--- src/rtl/alu_pipe.sv ---
// rtl/alu_pipe.sv - registered ALU with valid/ready handshake, flags and accumulator
// Optional saturating add/sub: define ALU_PIPE_SAT_EN.
module alu_pipe #(
    parameter int               WIDTH   = 8,
    parameter logic [WIDTH-1:0] ACC_RST = '0
) (
    input  logic             clk,
    input  logic             reset_n,
    input  logic             in_valid_i,
    output logic             in_ready_o,
    input  logic [WIDTH-1:0] a_i,
    input  logic [WIDTH-1:0] b_i,
    input  logic [2:0]       op_i,
    input  logic             acc_sel_i,
    input  logic             acc_clr_i,
    output logic             out_valid_o,
    input  logic             out_ready_i,
    output logic [WIDTH-1:0] alu_o,
    output logic             zero_o,
    output logic             carry_o,
    output logic             ovf_o,
    output logic [WIDTH-1:0] acc_o
);

    logic [WIDTH-1:0] acc;
    logic [WIDTH-1:0] op_a;
    logic [WIDTH-1:0] res;
    logic [WIDTH:0]   sum;
    logic [WIDTH:0]   diff;
    logic             res_c;
    logic             res_v;
    logic             accept;

    assign in_ready_o = !out_valid_o || out_ready_i;
    assign accept     = in_valid_i && in_ready_o;
    assign acc_o      = acc;

    always_comb begin
        op_a  = acc_sel_i ? acc : a_i;
        sum   = {1'b0, op_a} + {1'b0, b_i};
        diff  = {1'b0, op_a} - {1'b0, b_i};
        res   = '0;
        res_c = 1'b0;
        res_v = 1'b0;
        case (op_i)
            3'b000: begin
                res   = sum[WIDTH-1:0];
                res_c = sum[WIDTH];
                res_v = (op_a[WIDTH-1] == b_i[WIDTH-1]) && (sum[WIDTH-1] != op_a[WIDTH-1]);
`ifdef ALU_PIPE_SAT_EN
                if (sum[WIDTH]) res = '1;
`endif
            end
            3'b001: begin
                // diff[WIDTH] is the borrow out of the unsigned subtraction
                res   = diff[WIDTH-1:0];
                res_c = diff[WIDTH];
                res_v = (op_a[WIDTH-1] != b_i[WIDTH-1]) && (diff[WIDTH-1] != op_a[WIDTH-1]);
`ifdef ALU_PIPE_SAT_EN
                if (diff[WIDTH]) res = '0;
`endif
            end
            3'b010: begin
                res   = {b_i[WIDTH-2:0], 1'b0};
                res_c = b_i[WIDTH-1];
            end
            3'b011: begin
                res   = {1'b0, b_i[WIDTH-1:1]};
                res_c = b_i[0];
            end
            3'b100:  res = op_a & b_i;
            3'b101:  res = op_a | b_i;
            3'b110:  res = op_a ^ b_i;
            default: res = {{(WIDTH-1){1'b0}}, (op_a == b_i)};
        endcase
    end

    always_ff @(posedge clk) begin
        if (!reset_n) begin
            out_valid_o <= 1'b0;
            alu_o       <= '0;
            zero_o      <= 1'b0;
            carry_o     <= 1'b0;
            ovf_o       <= 1'b0;
            acc         <= ACC_RST;
        end else begin
            if (accept) begin
                out_valid_o <= 1'b1;
                alu_o       <= res;
                zero_o      <= (res == '0);
                carry_o     <= res_c;
                ovf_o       <= res_v;
            end else if (out_ready_i) begin
                out_valid_o <= 1'b0;
            end
            // clear wins over the accept update but the transaction still used the old acc
            if (acc_clr_i) begin
                acc <= ACC_RST;
            end else if (accept) begin
                acc <= res;
            end
        end
    end

endmodule
--- config.mk ---
export PLATFORM = sky130hd
export DESIGN_NAME = alu_pipe
export DESIGN_NICKNAME = d
export VERILOG_FILES = /design/src/rtl/alu_pipe.sv
export SDC_FILE = /design/constraint.sdc
export NUM_CORES = 1
export LEC_CHECK = 0
export ABC_AREA = 1
export CAP_MARGIN = 20
export CORE_MARGIN = 1
export CORE_UTILIZATION = 52
export CTS_BUF_LIST = sky130_fd_sc_hd__clkbuf_16
export CTS_CLUSTER_DIAMETER = 60
export DETAILED_ROUTE_END_ITERATION = 8
export HOLD_SLACK_MARGIN = 0.12
export PLACE_DENSITY = 0.86
export SYNTH_ARGS = -nofsm -noshare
export SYNTH_HDL_FRONTEND = slang
export SYNTH_SLANG_ARGS = --single-unit
export TNS_END_PERCENT = 10
--- constraint.sdc ---
create_clock -name clk -period 2.8 [get_ports clk]
set_clock_uncertainty 0.15 [all_clocks]
set_input_delay 0.56 -clock clk [delete_from_list [all_inputs] [get_ports clk]]
set_output_delay 0.56 -clock clk [all_outputs]
set_load 0.03 [all_outputs]
==> results.yml <==
placed_design:
  place.gp.congestion: 0.993
  placed_cells: 508
  dpl.hpwl_um: 6030
  portBuffers: 45
drt:
  wire_per_inst_um: 14.8
  drt-total-wl_um: 7590
  postRouteAntennaNets: 0
  drtIter0Drc: 228
  dr.pass1.iters: 5
  drc: 0
  vias: 2850
  vias_per_cell: 5.54
synthesis:
  syn_nets: 429
  synth.avg_cell_area_sq_um: 5.96
  synth-async-reset-ratio_pct: 0
  yosysUniqueCellTypes: 28
  synthTopCellsByCount: "nand2_1 (90), inv_1 (58), nor2_1 (37), nand3_1 (34), a21oi_1 (30)"
  synth_most_common_cell: "nand2_1"
  synthCells: 376
  synth_area_leaders: "dfxtp_1 (18%), nand2_1 (15%), ha_1 (15%), inv_1 (9.7%), nand3_1 (7.6%)"
  synth_top_area_share_pct: 17.9
  yosysWarnings: 0
  synth_flop_cell: "dfxtp_1"
  ys_seq_elements: 20
  synth-edff-count: 0
  syn-cell-area_sq_um: 2240
  synth-seq-area-share_pct: 17.9
  synth_top_cell_by_area: "dfxtp_1"
worst_setup_path:
  worstPathRequired_ps: 2840
  timing.rr.end: "zero_o$_SDFFE_PN0P_"
  path_common_cell: "nor2_1"
  cp_cell_sequence: "clkdlybuf4s50_1 > o21ai_0 > buf_4 > inv_1 > ha_1 > nor2_1 > nand2_1 > a21oi_1 > nor2_1 > nor2_1 > nand3_1 > nor2_2 > nand3_2 > a21oi_2"
  critPathLaunchType: "input pin"
  rrSetupSlack_ps: 380
  worstSetupStartpoint: "a_i[2]"
  rr_startpoint: "acc_o[0]$_SDFFE_PP0P_"
  reg2regPathDepth: 17
  cp_slowest_stage_delay_ps: 390
  path_max_fanout: 4
  path_class: "input pin to register"
  crit_slowest_cell: "clkdlybuf4s50_1"
  endpoint_kind: "register"
  crit_end: "zero_o$_SDFFE_PN0P_"
  critPathArrivalTime_ps: 2730
floorplan:
  pin_count: 46
  die_w_um: 67.6
  dieHeight_um: 67.6
  die_area_sq_um: 4580
  core_area_sq_um: 4060
  initial_core_util_pct: 55.2
  num_rows: 23
clock_network:
  htree_levels: 1
  cts-hold-fix-buffers: 0
  cts.sinks: 20
  insertion_delay_ps: 250
  cts_buffers: 3
  cts.clk_slew.worst_paths_ps: 50
  clock_path_buffers: 2
  tritoncts: "built"
  cts_root_buf: "clkbuf_16"
timing:
  finalCritPeriodShare_pct: 96.3
  maxSlewHeadroom_pct: 71.4
  timing_worst_slew_pin_value_ps: 428
  setup_viol: 0
  slew_violations: 0
  finalCriticalPeriod_ps: 2700
  hold_viol: 0
  max_freq_mhz: 371
  finalSetupTns_ps: 0
  hold_ws_ps: 322
grt:
  grt_pass1_vias: 2611
  antenna_found_initial: 0
  grt-ovfl-total: 0
  grt_pass1_wl_um: 11600
  grt_usage_pct: 33.6
  grt_max_degree: 20
power_and_ir_drop:
  leakagePower_uw: 0.00161
  report.power.total_uw: 1170
  peakVddDrop_mv: 0.286
  powerDensity_nw_per_um2: 360
finish:
  diodes: 0
  instances_no_fill: 514
  synthToLayoutAreaGrowth_pct: 45.2
  utilization_pct: 80.2
  nets: 519
  multi_input_area_sq_um: 1630
  seq_area_sq_um: 400
  nFillCells: 315
  drive_above_1_share_pct: 18.8
run:
  maxCapViolCount: 0
min_path:
  holdCritPathClass: "register to register"
status:
  status: "completed"
==> area by class of cell <==
cell class,count,share of cell area [%]
sequential,20,12.3
clock buffer,3,2.31
timing repair buffer,98,26.3
tap,50,1.92
multi-input combinational,281,50.0
inverter,62,7.15
==> state kept, by name, summed over array words and instances, names as in the netlist <==
signal and count:
acc_o 8, alu_o 8, carry_o 1, out_valid_o 1, ovf_o 1, zero_o 1
==> worst min-delay path by stage <==
| stage | start | to | slack [ps] | cells past startpoint |
|---|---|---|---|---|
| detailed placement | zero_o$_SDFFE_PN0P_ | zero_o$_SDFFE_PN0P_ | 310 | 2 |
| global placement | alu_o[4]$_SDFFE_PN0P_ | alu_o[4]$_SDFFE_PN0P_ | 300 | 2 |
| global route | alu_o[0]$_SDFFE_PN0P_ | alu_o[0]$_SDFFE_PN0P_ | 350 | 2 |
| floorplan | alu_o[0]$_SDFFE_PN0P_ | alu_o[0]$_SDFFE_PN0P_ | 440 | 2 |
| finish | alu_o[3]$_SDFFE_PN0P_ | alu_o[3]$_SDFFE_PN0P_ | 320 | 2 |
| CTS | zero_o$_SDFFE_PN0P_ | zero_o$_SDFFE_PN0P_ | 320 | 2 |
==> logic make-up (layout without fill, tap and decap cells) <==
logic type	Yosys count	in the layout	share of synthesized area, %
and+or+nand+nor	187	187	36.5
buffers and inverters	75	163	13.3
AOI/OAI and AO/OA	64	64	15.2
adders and majority gates	28	28	16.3
DFF	20	20	17.9
xor gates and xnor gates	2	2	0.782
==> placed cells by master, fill, tap and decap left out <==
master	netlist	routed
o211ai_1	4	4
ha_4	0	3
a21oi_2	0	3
buf_4	1	51
nor3_1	3	2
ha_2	0	2
o21bai_1	1	1
or2_1	1	1
nor2_1	37	33
nand4_1	15	15
a21oi_1	30	27
o21ai_1	1	4
o21ai_0	23	17
ha_1	26	21
dfxtp_1	20	20
nand3_2	3	4
nor3_2	0	1
dlymetal6s2s_1	0	2
clkbuf_2	0	1
clkbuf_16	0	3
or2_2	1	1
nand2_2	1	1
o22ai_1	4	4
clkdlybuf4s50_1	0	42
nand3_1	34	33
nor2_2	2	6
buf_6	1	2
inv_1	58	56
o21ai_2	0	3
fa_1	2	2
nand2_1	90	90
o2111ai_1	1	1
xor2_1	2	2
inv_2	4	6
==> layer usage <==
layer,global-route usage [%],vias up,share of wire [%]
met2,58.8,118,48
met4,8.51,0,2.3
met1,42.7,1317,44
met5,0,-,0
met3,4.73,16,5.5
li1,-,1399,-
==> report_power, final <==
part           switching, uW  internal (uW)  total [uW]
registers               9.17            302         311
clock network            102            188         290
logic                    323            248         571
==> worst max-delay path: cells and delay by family <==
kind	cells	cell delay, ps
AOI/OAI and AO/OA	3	490
adders and majority gates	1	230
buffers and inverters	3	630
and+or+nand+nor	7	820
==> timing repair <==
item,in CTS,in global routing
gates resized for setup,18,18
setup buffers,1,1
gates cloned,1,0
endpoints found under the setup margin,18,11
pin swaps,2,6
endpoints found under the hold margin,0,0
==> stage by stage <==
stage	cell area, sq um	worst slack, ps
after global routing	3250	-31.8
after detailed placement	3060	-487
final	3250	103
after global placement	3060	-409
after floorplan	2240	142
after CTS	3190	49.4
No activity file was read; power rests on OpenSTA's default activity.
